## src/rtl/vpi_stream_pkg.sv

```systemverilog
// vpi_stream_pkg: byte-stream constants and keep helpers shared by the VPI packer and unpacker.
package vpi_stream_pkg;
    localparam int BYTE_WIDTH = 8;

    function automatic logic [4:0] keep_popcount(input logic [15:0] keep);
        logic [4:0] n;
        n = '0;
        for (int i = 0; i < 16; i++) n = n + 5'(keep[i]);
        return n;
    endfunction
endpackage

```

## src/rtl/vpi_byte_packer_if.sv

```systemverilog
// vpi_byte_packer_if: byte-in / word-out stream bus; slave is the packer's view, master the environment's.
interface vpi_byte_packer_if #(parameter int BUS_WIDTH = 4);
    import vpi_stream_pkg::*;
    logic [BYTE_WIDTH-1:0]           s_axis_tdata;
    logic                            s_axis_tvalid;
    logic                            s_axis_tready;
    logic                            s_axis_tlast;
    logic [BUS_WIDTH*BYTE_WIDTH-1:0] m_axis_tdata;
    logic [BUS_WIDTH-1:0]            m_axis_tkeep;
    logic                            m_axis_tvalid;
    logic                            m_axis_tready;
    logic                            m_axis_tlast;

    modport master (
        output s_axis_tdata, s_axis_tvalid, s_axis_tlast, m_axis_tready,
        input  s_axis_tready, m_axis_tdata, m_axis_tkeep, m_axis_tvalid, m_axis_tlast
    );
    modport slave (
        input  s_axis_tdata, s_axis_tvalid, s_axis_tlast, m_axis_tready,
        output s_axis_tready, m_axis_tdata, m_axis_tkeep, m_axis_tvalid, m_axis_tlast
    );
endinterface

```

## src/rtl/vpi_axis_reg.sv

```systemverilog
// vpi_axis_reg: output register stage; holds a word stable until the sink accepts it.
module vpi_axis_reg
    import vpi_stream_pkg::*;
#(
    parameter int WIDTH = 4
) (
    input  logic                        i_clk,
    input  logic                        i_rst_n,
    input  logic                        i_load,
    input  logic [WIDTH*BYTE_WIDTH-1:0] i_data,
    input  logic [WIDTH-1:0]            i_keep,
    input  logic                        i_last,
    input  logic                        i_ready,
    output logic                        o_valid,
    output logic [WIDTH*BYTE_WIDTH-1:0] o_data,
    output logic [WIDTH-1:0]            o_keep,
    output logic                        o_last,
    output logic                        o_can_load
);
    logic                        r_valid;
    logic                        r_last;
    logic [WIDTH*BYTE_WIDTH-1:0] r_data;
    logic [WIDTH-1:0]            r_keep;

    // Loading is only legal when empty or draining, so a stalled word never changes.
    always_ff @(posedge i_clk or negedge i_rst_n) begin
        if (!i_rst_n) begin
            r_valid <= 1'b0;
            r_data  <= '0;
            r_keep  <= '0;
            r_last  <= 1'b0;
        end else if (i_load) begin
            r_valid <= 1'b1;
            r_data  <= i_data;
            r_keep  <= i_keep;
            r_last  <= i_last;
        end else if (i_ready) begin
            r_valid <= 1'b0;
        end
    end

    assign o_valid    = r_valid;
    assign o_data     = r_data;
    assign o_keep     = r_keep;
    assign o_last     = r_last;
    assign o_can_load = !r_valid | i_ready;
endmodule

```

## src/rtl/vpi_byte_packer.sv

```systemverilog
// vpi_byte_packer: packs a byte stream into little-endian BUS_WIDTH-byte words with tkeep/tlast.
module vpi_byte_packer
    import vpi_stream_pkg::*;
#(
    parameter int BUS_WIDTH = 4,
    parameter int CNT_WIDTH = 32
) (
    input  logic                 aclk,
    input  logic                 arstn,
    vpi_byte_packer_if.slave     bus,
    output logic [CNT_WIDTH-1:0] byte_count
);
    localparam int IDX_W = BUS_WIDTH > 1 ? $clog2(BUS_WIDTH) : 1;
    localparam int DW    = BUS_WIDTH * BYTE_WIDTH;
    localparam logic [IDX_W-1:0] LAST_IDX = IDX_W'(BUS_WIDTH - 1);

    logic                 r_rdy;
    logic                 r_acc_full;
    logic                 r_acc_last;
    logic [IDX_W-1:0]     r_idx;
    logic [DW-1:0]        r_acc_data;
    logic [BUS_WIDTH-1:0] r_acc_keep;
    logic [CNT_WIDTH-1:0] r_byte_count;

    logic [DW-1:0]        w_base_data, w_asm_data, w_load_data;
    logic [BUS_WIDTH-1:0] w_base_keep, w_asm_keep, w_load_keep;
    logic [IDX_W-1:0]     w_base_idx;
    logic                 w_can_load, w_out_fire, w_in_fire, w_complete;
    logic                 w_load, w_asm_to_out, w_load_last;

    // A held full word is leaving whenever a byte is accepted, so new bytes start from an empty word.
    assign w_base_data = r_acc_full ? '0 : r_acc_data;
    assign w_base_keep = r_acc_full ? '0 : r_acc_keep;
    assign w_base_idx  = r_acc_full ? '0 : r_idx;

    always_comb begin
        w_asm_data = w_base_data;
        w_asm_keep = w_base_keep;
        for (int b = 0; b < BUS_WIDTH; b++) begin
            if (IDX_W'(b) == w_base_idx) begin
                w_asm_data[b*BYTE_WIDTH +: BYTE_WIDTH] = bus.s_axis_tdata;
                w_asm_keep[b] = 1'b1;
            end
        end
    end

    assign bus.s_axis_tready = r_rdy & (!r_acc_full | w_out_fire);
    assign w_out_fire   = bus.m_axis_tvalid & bus.m_axis_tready;
    assign w_in_fire    = bus.s_axis_tvalid & bus.s_axis_tready;
    assign w_complete   = w_in_fire & ((w_base_idx == LAST_IDX) | bus.s_axis_tlast);
    assign w_load       = w_can_load & (r_acc_full | w_complete);
    assign w_asm_to_out = w_load & !r_acc_full;
    assign w_load_data  = r_acc_full ? r_acc_data : w_asm_data;
    assign w_load_keep  = r_acc_full ? r_acc_keep : w_asm_keep;
    assign w_load_last  = r_acc_full ? r_acc_last : bus.s_axis_tlast;

    always_ff @(posedge aclk or negedge arstn) begin
        if (!arstn) begin
            r_rdy        <= 1'b0;
            r_acc_full   <= 1'b0;
            r_acc_last   <= 1'b0;
            r_idx        <= '0;
            r_acc_data   <= '0;
            r_acc_keep   <= '0;
            r_byte_count <= '0;
        end else begin
            r_rdy <= 1'b1;
            if (w_complete && !w_asm_to_out) begin
                r_acc_data <= w_asm_data;
                r_acc_keep <= w_asm_keep;
                r_acc_last <= bus.s_axis_tlast;
                r_acc_full <= 1'b1;
                r_idx      <= '0;
            end else if (w_in_fire && !w_complete) begin
                r_acc_data <= w_asm_data;
                r_acc_keep <= w_asm_keep;
                r_acc_full <= 1'b0;
                r_idx      <= w_base_idx + IDX_W'(1);
            end else if (w_load) begin
                r_acc_data <= '0;
                r_acc_keep <= '0;
                r_acc_last <= 1'b0;
                r_acc_full <= 1'b0;
                r_idx      <= '0;
            end
            if (w_out_fire)
                r_byte_count <= r_byte_count + CNT_WIDTH'(keep_popcount(16'(bus.m_axis_tkeep)));
        end
    end

    assign byte_count = r_byte_count;

    vpi_axis_reg #(.WIDTH(BUS_WIDTH)) u_out (
        .i_clk      (aclk),
        .i_rst_n    (arstn),
        .i_load     (w_load),
        .i_data     (w_load_data),
        .i_keep     (w_load_keep),
        .i_last     (w_load_last),
        .i_ready    (bus.m_axis_tready),
        .o_valid    (bus.m_axis_tvalid),
        .o_data     (bus.m_axis_tdata),
        .o_keep     (bus.m_axis_tkeep),
        .o_last     (bus.m_axis_tlast),
        .o_can_load (w_can_load)
    );
endmodule
```

## src/flat_wrapper.sv

```systemverilog
// flat-port wrapper written by rule: the top's interface ports become plain ports
module vpi_byte_packer_flat import vpi_stream_pkg::*;
#(
    parameter int BUS_WIDTH = 4,
    parameter int CNT_WIDTH = 32
)
  (aclk, arstn, byte_count, bus_s_axis_tdata, bus_s_axis_tvalid, bus_s_axis_tlast, bus_m_axis_tready, bus_s_axis_tready, bus_m_axis_tdata, bus_m_axis_tkeep, bus_m_axis_tvalid, bus_m_axis_tlast);
  vpi_byte_packer_if #(.BUS_WIDTH(BUS_WIDTH)) bus_i ();
  input  logic aclk;
  input  logic arstn;
  output logic [CNT_WIDTH-1:0] byte_count;
  input wire logic [$bits(bus_i.s_axis_tdata)-1:0] bus_s_axis_tdata;
  input wire logic [$bits(bus_i.s_axis_tvalid)-1:0] bus_s_axis_tvalid;
  input wire logic [$bits(bus_i.s_axis_tlast)-1:0] bus_s_axis_tlast;
  input wire logic [$bits(bus_i.m_axis_tready)-1:0] bus_m_axis_tready;
  output wire logic [$bits(bus_i.s_axis_tready)-1:0] bus_s_axis_tready;
  output wire logic [$bits(bus_i.m_axis_tdata)-1:0] bus_m_axis_tdata;
  output wire logic [$bits(bus_i.m_axis_tkeep)-1:0] bus_m_axis_tkeep;
  output wire logic [$bits(bus_i.m_axis_tvalid)-1:0] bus_m_axis_tvalid;
  output wire logic [$bits(bus_i.m_axis_tlast)-1:0] bus_m_axis_tlast;
  assign bus_i.s_axis_tdata = bus_s_axis_tdata;
  assign bus_i.s_axis_tvalid = bus_s_axis_tvalid;
  assign bus_i.s_axis_tlast = bus_s_axis_tlast;
  assign bus_i.m_axis_tready = bus_m_axis_tready;
  assign bus_s_axis_tready = bus_i.s_axis_tready;
  assign bus_m_axis_tdata = bus_i.m_axis_tdata;
  assign bus_m_axis_tkeep = bus_i.m_axis_tkeep;
  assign bus_m_axis_tvalid = bus_i.m_axis_tvalid;
  assign bus_m_axis_tlast = bus_i.m_axis_tlast;
  vpi_byte_packer #(.BUS_WIDTH(BUS_WIDTH), .CNT_WIDTH(CNT_WIDTH)) u_core (.aclk(aclk), .arstn(arstn), .bus(bus_i), .byte_count(byte_count));
endmodule
```

## config.mk

```make
export PLATFORM = sky130hd
export DESIGN_NAME = vpi_byte_packer_flat
export DESIGN_NICKNAME = d
export VERILOG_FILES = /design/src/rtl/vpi_stream_pkg.sv /design/src/rtl/vpi_byte_packer_if.sv /design/src/rtl/vpi_axis_reg.sv /design/src/rtl/vpi_byte_packer.sv /design/src/flat_wrapper.sv
export SDC_FILE = /design/constraint.sdc
export NUM_CORES = 1
export LEC_CHECK = 0
export CAP_MARGIN = 20
export CORE_UTILIZATION = 60
export DETAILED_ROUTE_END_ITERATION = 12
export DONT_BUFFER_PORTS = 1
export PLACE_DENSITY_LB_ADDON = 0.1
export SYNTH_ARGS = -nofsm -noshare
export SYNTH_HDL_FRONTEND = slang
export SYNTH_HIERARCHICAL = 1
export SYNTH_SLANG_ARGS = --single-unit
```

## constraint.sdc

```tcl
create_clock -name aclk -period 8 [get_ports aclk]
set_input_delay 1.6 -clock aclk [delete_from_list [all_inputs] [get_ports aclk]]
set_output_delay 1.6 -clock aclk [all_outputs]
set_load 0.02 [all_outputs]
```

; After elaboration in Yosys (flattened, before gate mapping)
; Cells that the tools add are included.
[word_totals]
regBits = 111
ram_bits = 0
mem_count = 0
in_bits = 13
latch_bits = 0
rom_bits = 0
elab_cells = 72
[op_classes]
order_cmp = 0
n_reduce_logical = 11
div_mod_pow = 0
mul = 0
eq_ne = 5
n_shift = 0
n_mux = 30
bitwise_logic = 10
add_sub_neg = 5
[ops]
columns = cell, count
row1 = $mux W32, 5
row2 = $add A32 B5 Y32, 1
row3 = $mux W8, 4
row4 = $mux W4, 5
row5 = $mux W1, 12
row6 = $add A5 B1 Y5, 2
row7 = $mux W2, 4
row8 = $and A1 B1 Y1, 6
row9 = $eq A2 B2 Y1 const A, 2
row10 = $logic_not A1 Y1, 4
row11 = $or A1 B1 Y1, 4
row12 = $reduce_bool A2 Y1, 2
row13 = $reduce_bool A3 Y1, 1
row14 = $add A1 B1 Y2, 1
row15 = $add A2 B1 Y2 const B, 1
row16 = $eq A1 B2 Y1 const A, 1
row17 = $eq A2 B2 Y1 const B, 1
row18 = $logic_and A1 B1 Y1, 2
row19 = $logic_not A2 Y1, 1
row20 = $ne A2 B1 Y1 const B, 1
row21 = $reduce_and A2 Y1, 1

; Logic depth before layout (Yosys ltp)
[depth]
ltp_word = 12
depth_mapped = 12
ltp_nobuf = 9

; Cells and area by module
; Netlist, hierarchy kept.
[by_module_without_submodules]
columns = mod, seq_area_each_um2, area_each_um2, cells_per_inst, instances
row1 = vpi_byte_packer, 1826.8, 3852.4, 325, 1
row2 = vpi_axis_reg, 950.9, 1490.2, 81, 1

; Least setup slack after synthesis
; Ideal clock, no wire load.
[synth_timing]
path_type = input -> output
start = input bus_m_axis_tready
end = output bus_s_axis_tready
path_slack_ps = 4409
t_required_ps = 6400
path_buffers = 0
stages = 2
arrival_ps = 1991
cell_sequence = a21boi_2 > nor2b_1
[synth_between]
elab_chain_cells = 3
[synth_lines]
columns = item, line
row1 = from (decl), flat_wrapper.sv:15  ; input wire logic [$bits(bus_i.m_axis_tready)-1:0] bus_m_axis_tready;
row2 = $and A1 B1 Y1, vpi_byte_packer.sv:48  ; assign w_out_fire = bus.m_axis_tvalid & bus.m_axis_tready;
row3 = $or A1 B1 Y1, vpi_byte_packer.sv:47  ; assign bus.s_axis_tready = r_rdy & (!r_acc_full | w_out_fire);
row4 = $and A1 B1 Y1, vpi_byte_packer.sv:47
row5 = to (decl), flat_wrapper.sv:16  ; output wire logic [$bits(bus_i.s_axis_tready)-1:0] bus_s_axis_tready;
; Every way passes these cells.

; Worst setup path in the final report
; Same ends and word-level chain as after synthesis.

==> run_results.csv <==
group,metric,value,unit
status,status,"finished clean",
synthesis,async_reset_ff_share,100,%
placed_design,dpl.hpwl,6730,um
global_route,overflow,0,
cells_and_area,final_common_cell,"dfrtp_1",
placed_design,place_congestion,0.813,
worst_setup_path,worst_ep_required_time,6.40,ns
drt,wire_per_inst,19.8,um
placed_design,portBuffers,0,
synthesis,synth_cell_types,45,
worst_setup_path,worstPathMaxFanout,7,
clock_network,clock_path_buffers,2,
clock_network,cts_hold_buf,0,
drt,final_antenna_net_count,0,
cells_and_area,drive_gt1_share,25.7,%
clock_network,clock-sinks,111,
synthesis,netlist_instances,406,
global_route,grt_first_pass_wirelength,15900,um
hold_path,hp-class,"reg2reg",
drt,drc,0,
synthesis,syn_nets,427,
synthesis,synth_xor_area_share,4.92,%
synthesis,synth_top_cell_area_share,52.0,%
worst_setup_path,slowest_stage,"nor2b_1",
sta,fin_tns_setup,0,ns
sta,tightest_slew,0.820,ns
clock_network,cts_tree,"yes",
sta,slew_headroom,45.4,%
pwr,total_power,0.00142,W
cells_and_area,area_growth,3.75,%
worst_setup_path,crit_buf_inv,0,
floorplan,start_util,61.6,%
hold_path,hold_depth,1,
global_route,grt_max_degree,112,
drt,viasPerCell,6.09,
global_route,antenna_found_initial,0,
floorplan,die_h,96.4,um
sta,rsz0062_at_grt,"no",
sta,skew,0.0164,ns
worst_setup_path,arrival,2.05,ns
floorplan,dieArea,9290,sq um
sta,setup_viol,0,
sta,final_hold_viol_count,0,
job,drv_cap,0,
worst_setup_path,reg2reg_depth,9,
synthesis,synth_top_family_by_area,"multiplexers",
worst_setup_path,path_class,"in2out",
sta,period_share,45.6,%
floorplan,pin_count,84,
drt,num_vias,3122,
worst_setup_path,crit_path_end_kind,"output pin",
pwr,ir_worst_vdd,0.149,mV
pwr,leakage,2.62,nW
clock_network,cts-buffers-inserted,9,
floorplan,rows,34,
worst_setup_path,crit_cells,2,
synthesis,ys.flop_type,"dfrtp_1",
cells_and_area,final_cell_count_no_fill,513,
drt,drtIter0Drc,240,
worst_setup_path,cp_top_family,"simple AND/OR/NAND/NOR gates",
floorplan,fp.dieW,96.4,um
cells_and_area,layout_common_cells,"dfrtp_1 (111), mux2_2 (51), a22o_1 (33), xnor2_1 (25), mux2_4 (19)",
placed_design,placedCellCount,496,
drt,wl,10200,um
synthesis,synth_mux_area_share,16.1,%
synthesis,yosysWarningCount,6,
cells_and_area,diodes,0,
global_route,grt_pass1_vias,3181,
pwr,p_per_area,257,nW/um^2
synthesis,synth_edf_count,0,
synthesis,synth.area.top_cells,"dfrtp_1 (52%), mux2_2 (11%), a22o_1 (5.4%)",
sta,finalMaxSlewViolations,0,
clock_network,postCtsSetupBuffers,0,
worst_setup_path,path_cells,"a21boi_2, nor2b_1",
clock_network,htreeDepth,3,
synthesis,synth-simple-area-share,9.88,%
synthesis,syn_area_per_cell,13.2,sq um
clock_network,cts_root_buf,"clkbuf_8",
synthesis,seq_area_frac_synth,52.0,%
clock_network,clk_latency,0.35,ns
worst_setup_path,critPathMaxStageDelay,0.39,ns
clock_network,clk_pin_slew_worst_paths,0.09,ns
synthesis,syn_area,5340,sq um
synthesis,synth_compound_area_share,11.5,%
sta,period_minus_slack,3.65,ns
global_route,track_usage,22.9,%
sta,max_freq,274,MHz
clock_network,post_cts_resized,0,
synthesis,yosysTopAreaCell,"dfrtp_1",
synthesis,synth_adder_area_share,2.30,%
synthesis,synth_seq_cells,111,
cells_and_area,final_net_count,421,
worst_setup_path,startpoint_type,"input pin",
drt,dr.pass1.iters,4,
floorplan,core,8680,sq um
## sequential cells by signal (all words and copies together) (netlist names)
signal                count
u_core/r_acc_data        32
u_core/u_out/o_keep       4
u_core/r_rdy              1
u_core/r_acc_keep         4
u_core/r_idx              2
u_core/u_out/o_data      32
u_core/r_acc_full         1
u_core/u_out/o_valid      1
u_core/byte_count        32
u_core/u_out/o_last       1
u_core/r_acc_last         1
## worst paths after layout
check	start	to	slack, ns
setup / recovery	bus_m_axis_tready	bus_s_axis_tready	4.35
hold / removal	u_core/r_acc_data[28]	u_core/r_acc_data[28]	0.50
setup reg to reg	u_core/byte_count[0]	u_core/byte_count[14]	4.91
hold reg to reg	u_core/r_acc_data[28]	u_core/r_acc_data[28]	0.50
max in group asynchronous	arstn	u_core/u_out/o_data[16]	6.89
min in group asynchronous	arstn	u_core/byte_count[0]	0.93
## layout make-up
type,instances,area (sq um)
clock buffers,12,145
clock inverters,4,28.8
fillers,644,3140
inverters,11,41.3
multi-input cells,266,2390
flip-flops and latches,111,2780
well taps,108,135
repair buffers,1,20.0
## layer usage
layer	share of wire (%)	vias up	GRT usage [%]
li1	-	1449	-
met1	44	1578	30.2
met2	50	90	37.2
met3	5.8	5	5.45
met4	0.58	0	7.48
met5	0	-	0
## metrics by stage
stage / setup slack [ns] / hold WS, ns / area, sq um / util [%]
final: 4.35 / 0.503 / 5540 / 63.9
after global routing: 4.31 / 0.516 / 5540 / 63.9
after CTS: 4.35 / 0.504 / 5520 / 63.6
after detailed placement: 4.08 / 0.478 / 5350 / 61.6
after global placement: 4.18 / 0.478 / 5350 / 61.6
after floorplan: 4.41 / 0.460 / 5340 / -
## cell usage after synthesis, drive strengths merged (2+ instances only)
master and instances:
a211oi 5, a21o 2, a21oi 6, a22o 33
and3 7, and4 4, buf 15, clkbuf 3
dfrtp 111, fa 3, ha 5, inv 11
mux2 70, nand2 17, nand2b 11, nand3 15
nand4 11, nor2 8, nor2b 3, nor3 3
nor4 2, o211a 3, o21a 6, o21ai 12
or2 2, xnor2 25, xor2 5
## power breakdown
part	internal, W	total (W)	switching (W)
sequential	0.000660	0.000828	0.000168
combinational	0.000165	0.000296	0.000131
clock	0.000123	0.000301	0.000178
total	0.000949	0.00142	0.000476
## cell families after synthesis
| group | count (synthesis) |
|---|---|
| AO/OA/AOI/OAI | 72 |
| XOR/XNOR | 30 |
| adder cells (fa/ha/maj) | 8 |
| buffers and inverters | 29 |
| flip-flops | 111 |
| multiplexers | 70 |
| other | 1 |
| AND/OR/NAND/NOR | 85 |
(Power assumes the default switching activity.)
